## src/rtl/fifo_pkg.sv

```systemverilog
`default_nettype none
// ============================================================================
//  Package  : fifo_pkg
//  Purpose  : Shared constants and gray/binary helpers for the async FIFO
//             read- and write-side pointer blocks.
//  Revision : 1.0  initial release
// ============================================================================
package fifo_pkg;

  localparam int FIFO_ADDRSIZE = 4;
  localparam int PTRW          = FIFO_ADDRSIZE + 1;
  localparam int DEPTH         = 1 << FIFO_ADDRSIZE;

  // Helpers work on a wide container; any narrower pointer is zero-extended
  // into it, and zero upper bits convert to zero upper bits, so the low
  // bits of the result are exact for every width up to MAXW.
  localparam int MAXW = 32;

  function automatic logic [MAXW-1:0] bin2gray(input logic [MAXW-1:0] b);
    return b ^ (b >> 1);
  endfunction

  function automatic logic [MAXW-1:0] gray2bin(input logic [MAXW-1:0] g);
    logic [MAXW-1:0] b;
    b[MAXW-1] = g[MAXW-1];
    for (int i = MAXW - 2; i >= 0; i--) begin
      b[i] = b[i+1] ^ g[i];
    end
    return b;
  endfunction

endpackage
`default_nettype wire

```

## src/rtl/rptr_empty_lvl_if.sv

```systemverilog
`default_nettype none
// ============================================================================
//  Interface : rptr_empty_lvl_if
//  Purpose   : Read-side request/status bundle of the async FIFO.
//  Revision  : 1.0  initial release
// ============================================================================
interface rptr_empty_lvl_if import fifo_pkg::*; #(
  parameter int ADDRSIZE = FIFO_ADDRSIZE
);

  logic                rinc;
  logic [ADDRSIZE:0]   rq2_wptr;
  logic [ADDRSIZE:0]   ae_thresh;
  logic                runderflow_clr;
  logic [ADDRSIZE-1:0] raddr;
  logic [ADDRSIZE:0]   rptr;
  logic                rempty;
  logic                ralmost_empty;
  logic [ADDRSIZE:0]   rlevel;
  logic                runderflow;

  // Reader / environment side
  modport master (
    output rinc, rq2_wptr, ae_thresh, runderflow_clr,
    input  raddr, rptr, rempty, ralmost_empty, rlevel, runderflow
  );

  // Pointer block side
  modport slave (
    input  rinc, rq2_wptr, ae_thresh, runderflow_clr,
    output raddr, rptr, rempty, ralmost_empty, rlevel, runderflow
  );

endinterface
`default_nettype wire

```

## src/rtl/rptr_empty_lvl_gray2bin.sv

```systemverilog
`default_nettype none
// ============================================================================
//  Module   : gray2bin_conv
//  Purpose  : Combinational gray-to-binary converter, W bits wide.
//  Revision : 1.0  initial release
// ============================================================================
module gray2bin_conv #(
  parameter int W = 5
) (
  input  logic [W-1:0] gray,
  output logic [W-1:0] bin
);

  // Binary bit i is the parity of all gray bits from the MSB down to i.
  for (genvar i = 0; i < W; i++) begin : g_bit
    assign bin[i] = ^gray[W-1:i];
  end

endmodule
`default_nettype wire

```

## src/rtl/rptr_empty_lvl.sv

```systemverilog
`default_nettype none
// ============================================================================
//  Module   : rptr_empty_lvl
//  Purpose  : Async FIFO read-side pointer, empty flag, fill level,
//             almost-empty flag and sticky underflow error (rclk domain).
//  Revision : 1.0  initial release
// ============================================================================
module rptr_empty_lvl import fifo_pkg::*; #(
  parameter int ADDRSIZE = FIFO_ADDRSIZE,
  parameter bit LVL_REG  = 1'b1
) (
  input  logic             rclk,
  input  logic             rrst_n,
  rptr_empty_lvl_if.slave  bus
);

  localparam int PW = ADDRSIZE + 1;

  logic [PW-1:0] rbin;
  logic [PW-1:0] rbinnext;
  logic [PW-1:0] rgraynext;
  logic [PW-1:0] rptr_q;
  logic [PW-1:0] wbin;
  logic          rempty_q;
  logic          runderflow_q;
  logic          rd_ok;

  gray2bin_conv #(.W(PW)) u_wptr_g2b (
    .gray (bus.rq2_wptr),
    .bin  (wbin)
  );

  // A read only advances the pointer when data is actually present.
  assign rd_ok     = bus.rinc & ~rempty_q;
  assign rbinnext  = rbin + PW'(rd_ok);
  assign rgraynext = (rbinnext >> 1) ^ rbinnext;

  // Binary/gray pointer pair and registered empty flag.
  always_ff @(posedge rclk or negedge rrst_n) begin
    if (!rrst_n) begin
      rbin     <= '0;
      rptr_q   <= '0;
      rempty_q <= 1'b1;
    end else begin
      rbin     <= rbinnext;
      rptr_q   <= rgraynext;
      rempty_q <= (rgraynext == bus.rq2_wptr);
    end
  end

  if (LVL_REG) begin : g_lvl_reg
    logic [PW-1:0] lvl_next;
    logic [PW-1:0] rlevel_q;
    logic          rae_q;

    assign lvl_next = wbin - rbinnext;

    // Level is taken from the post-read pointer so it stays aligned with rempty.
    always_ff @(posedge rclk or negedge rrst_n) begin
      if (!rrst_n) begin
        rlevel_q <= '0;
        rae_q    <= 1'b1;
      end else begin
        rlevel_q <= lvl_next;
        rae_q    <= (lvl_next <= bus.ae_thresh);
      end
    end

    assign bus.rlevel        = rlevel_q;
    assign bus.ralmost_empty = rae_q;
  end else begin : g_lvl_comb
    logic [PW-1:0] lvl_cur;

    assign lvl_cur           = wbin - rbin;
    assign bus.rlevel        = lvl_cur;
    assign bus.ralmost_empty = (lvl_cur <= bus.ae_thresh);
  end

  // Sticky underflow: a new violation outranks a clear in the same cycle.
  always_ff @(posedge rclk or negedge rrst_n) begin
    if (!rrst_n) begin
      runderflow_q <= 1'b0;
    end else if (bus.rinc && rempty_q) begin
      runderflow_q <= 1'b1;
    end else if (bus.runderflow_clr) begin
      runderflow_q <= 1'b0;
    end
  end

  assign bus.raddr      = rbin[ADDRSIZE-1:0];
  assign bus.rptr       = rptr_q;
  assign bus.rempty     = rempty_q;
  assign bus.runderflow = runderflow_q;

endmodule
`default_nettype wire

```

## src/flat_wrapper.sv

```systemverilog
// flat-port wrapper written by rule: the top's interface ports become plain ports
module rptr_empty_lvl_flat import fifo_pkg::*;
#(
  parameter int ADDRSIZE = FIFO_ADDRSIZE,
  parameter bit LVL_REG  = 1'b1
)
  (rclk, rrst_n, bus_rinc, bus_rq2_wptr, bus_ae_thresh, bus_runderflow_clr, bus_raddr, bus_rptr, bus_rempty, bus_ralmost_empty, bus_rlevel, bus_runderflow);
  rptr_empty_lvl_if #(.ADDRSIZE(ADDRSIZE)) bus_i ();
  input  logic rclk;
  input  logic rrst_n;
  input wire logic [$bits(bus_i.rinc)-1:0] bus_rinc;
  input wire logic [$bits(bus_i.rq2_wptr)-1:0] bus_rq2_wptr;
  input wire logic [$bits(bus_i.ae_thresh)-1:0] bus_ae_thresh;
  input wire logic [$bits(bus_i.runderflow_clr)-1:0] bus_runderflow_clr;
  output wire logic [$bits(bus_i.raddr)-1:0] bus_raddr;
  output wire logic [$bits(bus_i.rptr)-1:0] bus_rptr;
  output wire logic [$bits(bus_i.rempty)-1:0] bus_rempty;
  output wire logic [$bits(bus_i.ralmost_empty)-1:0] bus_ralmost_empty;
  output wire logic [$bits(bus_i.rlevel)-1:0] bus_rlevel;
  output wire logic [$bits(bus_i.runderflow)-1:0] bus_runderflow;
  assign bus_i.rinc = bus_rinc;
  assign bus_i.rq2_wptr = bus_rq2_wptr;
  assign bus_i.ae_thresh = bus_ae_thresh;
  assign bus_i.runderflow_clr = bus_runderflow_clr;
  assign bus_raddr = bus_i.raddr;
  assign bus_rptr = bus_i.rptr;
  assign bus_rempty = bus_i.rempty;
  assign bus_ralmost_empty = bus_i.ralmost_empty;
  assign bus_rlevel = bus_i.rlevel;
  assign bus_runderflow = bus_i.runderflow;
  rptr_empty_lvl #(.ADDRSIZE(ADDRSIZE), .LVL_REG(LVL_REG)) u_core (.rclk(rclk), .rrst_n(rrst_n), .bus(bus_i));
endmodule
```

## config.mk

```make
export PLATFORM = sky130hd
export DESIGN_NAME = rptr_empty_lvl_flat
export DESIGN_NICKNAME = d
export VERILOG_FILES = /design/src/rtl/fifo_pkg.sv /design/src/rtl/rptr_empty_lvl_if.sv /design/src/rtl/rptr_empty_lvl_gray2bin.sv /design/src/rtl/rptr_empty_lvl.sv /design/src/flat_wrapper.sv
export SDC_FILE = /design/constraint.sdc
export NUM_CORES = 1
export LEC_CHECK = 0
export CAP_MARGIN = 20
export CORE_MARGIN = 2
export CORE_UTILIZATION = 45
export CTS_CLUSTER_DIAMETER = 50
export DETAILED_ROUTE_END_ITERATION = 6
export GPL_ROUTABILITY_DRIVEN = 1
export GPL_TIMING_DRIVEN = 1
export PLACE_DENSITY = 0.76
export SYNTH_ARGS = -nofsm -noshare
export SYNTH_HDL_FRONTEND = slang
export SYNTH_HIERARCHICAL = 1
export SYNTH_SLANG_ARGS = --single-unit
```

## constraint.sdc

```tcl
create_clock -name rclk -period 8.22 [get_ports rclk]
set_input_delay 1.644 -clock rclk [delete_from_list [all_inputs] [get_ports rclk]]
set_output_delay 1.644 -clock rclk [all_outputs]
set_load 0.02 [all_outputs]
```

After elaboration in Yosys (flattened, before gate mapping)
Index checks and enable logic that the tools add are counted.
- register bits after elaboration: 18
- output and inout bits: 17
- word-level logic and storage cells: 21
- add/sub/neg operators: 2
- magnitude comparators: 1
- eq/ne operators: 1
- mux-type cells: 2
- bitwise gates (word level): 3
- reductions and logical operators: 6
- operator list (cell ; count):
    $add A5 B1 Y5 ; 1
    $eq A5 B5 Y1 ; 1
    $le A5 B5 Y1 ; 1
    $reduce_xor A5 Y1 ; 1
    $sub A5 B5 Y5 ; 1
    $xor A4 B5 Y5 ; 1
    $reduce_xor A4 Y1 ; 1
    $reduce_xor A3 Y1 ; 1
    $mux W1 ; 2
    $reduce_bool A2 Y1 ; 1
    $reduce_xor A2 Y1 ; 1
    $and A1 B1 Y1 ; 1
    $logic_and A1 B1 Y1 ; 1
    $not A1 Y1 ; 1

Longest topological paths before layout
- depth in word-level cells: 5
- gate-level depth with buffers: 13
- mapped depth without buffers: 13

By module
The synthesis kept the hierarchy.
- by module, submodules not included (module ; instances ; cells an instance ; area each (um^2)):
    rptr_empty_lvl ; 1 ; 89 ; 1009.7
    gray2bin_conv ; 1 ; 6 ; 72.6

Worst setup path after synthesis
No wires, ideal clock.
- kind: input-to-reg
- start: input bus_rq2_wptr[4]
- end: register u_core.g_lvl_reg.rae_q, in the netlist u_core/bus.ralmost_empty
- arrival time: 3.737 ns
- required time: 8.143 ns
- setup slack: 4.406 ns
- stages on the path: 12
- buffers on the path: 0
- path through: xor2_2 > xnor3_1 > inv_1 > ha_1 > inv_1 > ha_1 > ha_1 > nor2b_1 > o21a_1 > o21a_1 > o21a_1 > o22ai_1
- word-level cells in the longest chain between the ends: 3
- elaborated cells between the ends (all ways): 6
- classes of those cells: 1 x add/sub; 1 x order compare; 4 x reduce/logical
- RTL lines (what ; RTL line ; source):
    from (decl) ; flat_wrapper.sv:12 ; input wire logic [$bits(bus_i.rq2_wptr)-1:0] bus_rq2_wptr;
    $reduce_xor A5 Y1 ; rptr_empty_lvl_gray2bin.sv:16 ; assign bin[i] = ^gray[W-1:i];
    net u_core.wbin[0] ; rptr_empty_lvl.sv:23 ; logic [PW-1:0] wbin;
    $sub A5 B5 Y5 ; rptr_empty_lvl.sv:56 ; assign lvl_next = wbin - rbinnext;
    net u_core.g_lvl_reg.lvl_next[1] ; rptr_empty_lvl.sv:52 ; logic [PW-1:0] lvl_next;
    $le A5 B5 Y1 ; rptr_empty_lvl.sv:65 ; rae_q <= (lvl_next <= bus.ae_thresh);
    to (signal assigned) ; rptr_empty_lvl.sv:65 ;
    to (decl) ; rptr_empty_lvl.sv:54 ; logic rae_q;
The timed path passes the listed nets, and every way through them passes these cells.
A chain may end at the register's enable or synchronous reset.

Worst setup path in the final report
- start: input bus_rq2_wptr[4]
- end: register u_core.g_lvl_reg.rae_q, in the netlist u_core/bus.ralmost_empty
- word-level cells in the longest chain between the ends: 3
- elaborated cells between the ends (all ways): 6
- classes of those cells: 1 x add/sub; 1 x order compare; 4 x reduce/logical
- RTL lines (what ; RTL line):
    $reduce_xor A2 Y1 ; rptr_empty_lvl_gray2bin.sv:16
    net u_core.wbin[3] ; rptr_empty_lvl.sv:23
    $sub A5 B5 Y5 ; rptr_empty_lvl.sv:56
    net u_core.g_lvl_reg.lvl_next[4] ; rptr_empty_lvl.sv:52
    $le A5 B5 Y1 ; rptr_empty_lvl.sv:65
The timed path passes the listed nets, and every way through them passes these cells.

==> flow_metrics.tcl <==
set metrics [dict create \
    run_status "finished clean" \
    tns_ns 0 \
    gr-total-overflow 0 \
    holdCritPathClass "flip-flop to flip-flop" \
    yosys_register_bits 17 \
    slew_headroom_pct 50.8 \
    postSynthNetCount 118 \
    crit_fanout 4 \
    post_cts.resized_instances 0 \
    synth_area_um2 1080 \
    startpoint_type "input pin" \
    cp-end-kind "flip-flop" \
    synthDistinctLibCells 33 \
    max_freq_ghz 0.227 \
    critical_path_required_ns 8.43 \
    total_leakage_power_uw 0.000613 \
    drt_first_pass_iters 4 \
    netlist_top_cells_count "15 x sky130_fd_sc_hd__dfrtp_1, 15 x sky130_fd_sc_hd__xnor2_1, 9 x sky130_fd_sc_hd__ha_1, 9 x sky130_fd_sc_hd__inv_1, 5 x sky130_fd_sc_hd__xor2_1" \
    drc_violations_left 0 \
    cts.sinks 17 \
    timing.critical_path.from "bus_rq2_wptr[4]" \
    synth_top_area_cell "sky130_fd_sc_hd__dfrtp_1" \
    slew_violations 0 \
    core.rowCount 17 \
    drt-total-wl_mm 1.96 \
    area_growth_pct 31.7 \
    final_setup_vio_count 0 \
    global_route_wire_length_before_repair_mm 3.27 \
    detail_route.iter0.violations 14 \
    clk_latency_ns 0.28 \
    layout.filler_cells 189 \
    core_region_area_um2 2230 \
    all_layer_gr_usage_pct 16.4 \
    post_cts_buffers 0 \
    synthDominantCellAreaShare_pct 34.7 \
    finalHoldViolations 0 \
    timing.critical_path.to "u_core/bus.ralmost_empty" \
    top_level_ports 31 \
    r2r_depth 10 \
    design.die.area_um2 2810 \
    port_buffers 30 \
    power.density_nw_per_um2 487 \
    grt_pass1_vias 711 \
    cts_tree "done" \
    detailroute.via_count 750 \
    cts_buffers 3 \
    timing.reg2reg.setup_slack_ns 5.26 \
    stdcell_count 155 \
    reg2reg_from "u_core/bus.rempty" \
    rsz_0062_raised_after_global_routing "false" \
    grt_antenna_before_repair 0 \
    worst-setup-path-type "input pin to flip-flop" \
    skew_ns 0.00329 \
    number_of_flops_mapped_to_enable_cells_by_yosys 0 \
    synth-warning-count 6 \
    post-dp-hpwl_mm 1.63 \
    timing.max_cap.violations 0 \
    cts.htree.levels 1 \
    antennaDiodeCount 0 \
    largest_net_degree_at_the_start_of_global_routing 18 \
    final_period_minus_worst_setup_slack_ns 4.41 \
    cell_count_after_placement 151 \
    drtAntennaViolNets 0 \
    synth_area_leaders "sky130_fd_sc_hd__dfrtp_1 35%, sky130_fd_sc_hd__xnor2_1 12%, sky130_fd_sc_hd__ha_1 10%, sky130_fd_sc_hd__dfstp_2 4.9%, sky130_fd_sc_hd__xnor3_1 4.2%" \
    wire_per_inst_um 12.6 \
    final_net_count 151 \
    tightest_slew_ns 0.736 \
    ir_drop_uv 294 \
    seq_total_area_yosys_pct 39.5 \
    clock_pin_slew_on_the_worst_setup_and_hold_paths_ns 0.10 \
    clk_root_buffer_cell "sky130_fd_sc_hd__clkbuf_4" \
    die_y_um 53.0 \
    ys.flop_type "sky130_fd_sc_hd__dfrtp_1" \
    width_of_the_die_um 53.0 \
    count_of_mapped_cells_out_of_synthesis 95 \
    timing.final.crit_share_pct 53.6 \
    cts.hold.buffers_added 0 \
    gpl.final_weighted_congestion 0.865 \
    mean_cell_area_of_the_mapped_netlist_um2 11.4 \
    initial_utilization_pct 48.5 \
    async_flop_share_pct 100 \
    clock_path_buffers 2 \
    critical_path_arrival_ns 4.62 \
    total_power_uw 694 \
    critical_path.reg2reg.endpoint "u_core/bus.ralmost_empty" \
    drive_gt1_share_pct 10.2 \
    post_drt_via_cell_ratio 4.84 \
]
==> where the power goes <==
group          internal [uW]  leakage (uW)  switching [uW]
combinational            239      0.000400             251
sequential               133      0.000199            27.4
clock                   18.8     0.0000150            24.8
==> metal layers <==
metal  global-route usage [%]  up-vias  share of wire [%]
li1                         -      376                  -
met1                     23.6      351                 49
met2                     24.4       21                 46
met3                    0.847        2                4.2
met4                     9.83        0                1.4
met5                        0        -                  0
==> cells in the final DEF (no fill, tap or decap), types with 3 or more instances in the layout <==
cell                              synthesis  layout
sky130_fd_sc_hd__nand2_1                  4       4
sky130_fd_sc_hd__inv_1                    9       9
sky130_fd_sc_hd__clkdlybuf4s50_1          0      30
sky130_fd_sc_hd__xor2_1                   5       5
sky130_fd_sc_hd__nor2_1                   3       3
sky130_fd_sc_hd__clkbuf_4                 0       3
sky130_fd_sc_hd__ha_1                     9       9
sky130_fd_sc_hd__xnor2_1                 15      15
sky130_fd_sc_hd__o21a_1                   3       3
sky130_fd_sc_hd__dfrtp_1                 15      15
==> layout make-up <==
type                            count  area [um^2]  share of cell area, %
Multi-Input combinational cell     65          594                   41.7
Sequential cell                    17          428                   30.0
Timing Repair Buffer               30          300                   21.1
Inverter                           11         41.3                   2.90
Tap cell                           28         35.0                   2.46
Clock buffer                        4         26.3                   1.84
==> registers in the layout (all words and copies together) (netlist names) <==
name / count
u_core/bus.ralmost_empty: 1
u_core/bus.rempty: 1
u_core/bus.rlevel: 5
u_core/bus.rptr: 4
u_core/bus.runderflow: 1
u_core/rbin: 5
==> worst max-delay path, cell delays in order <==
cell                              delay [ns]
sky130_fd_sc_hd__clkdlybuf4s50_1        0.57
sky130_fd_sc_hd__xor2_2                 0.28
sky130_fd_sc_hd__xnor3_1                0.36
sky130_fd_sc_hd__inv_1                  0.08
sky130_fd_sc_hd__ha_1                   0.16
sky130_fd_sc_hd__inv_1                  0.06
sky130_fd_sc_hd__ha_1                   0.19
sky130_fd_sc_hd__a2111oi_0              0.32
sky130_fd_sc_hd__nor3_1                 0.13
sky130_fd_sc_hd__xnor2_1                0.29
sky130_fd_sc_hd__ha_1                   0.31
sky130_fd_sc_hd__o21a_1                 0.11
sky130_fd_sc_hd__o22ai_1                0.13
==> stage by stage <==
stage	setup WS, ns	hold WS, ns	area (um^2)	util [%]
after global placement	3.58	0.518	1400	62.6
after detailed placement	3.49	0.526	1400	62.6
final	3.81	0.537	1430	63.8
after CTS	3.79	0.540	1430	63.8
after global routing	3.55	0.584	1430	63.8
after floorplan	4.41	0.551	1080	-
==> worst min-delay path by stage <==
stage                     cells after the start                     to  slack [ns]             startpoint
after floorplan                               2  u_core/bus.runderflow        0.55      u_core/bus.rempty
after global placement                        2  u_core/bus.runderflow        0.52  u_core/bus.runderflow
after detailed placement                      2  u_core/bus.runderflow        0.53  u_core/bus.runderflow
after CTS                                     2  u_core/bus.runderflow        0.54  u_core/bus.runderflow
after global routing                          2  u_core/bus.runderflow        0.58  u_core/bus.runderflow
final                                         2  u_core/bus.runderflow        0.54  u_core/bus.runderflow
==> logic make-up (layout without fill, tap and decap cells) <==
logic type / count (synthesis) / after routing / share of synthesized area [%]
simple gates: 20 / 20 / 10.8
fa+ha+maj: 9 / 9 / 10.4
compound gates: 10 / 10 / 6.94
flops: 17 / 17 / 39.5
buf+inv: 13 / 45 / 5.55
xor+xnor: 25 / 25 / 25.9
mux: 1 / 1 / 0.925
Power figures use the tool's default switching activity.
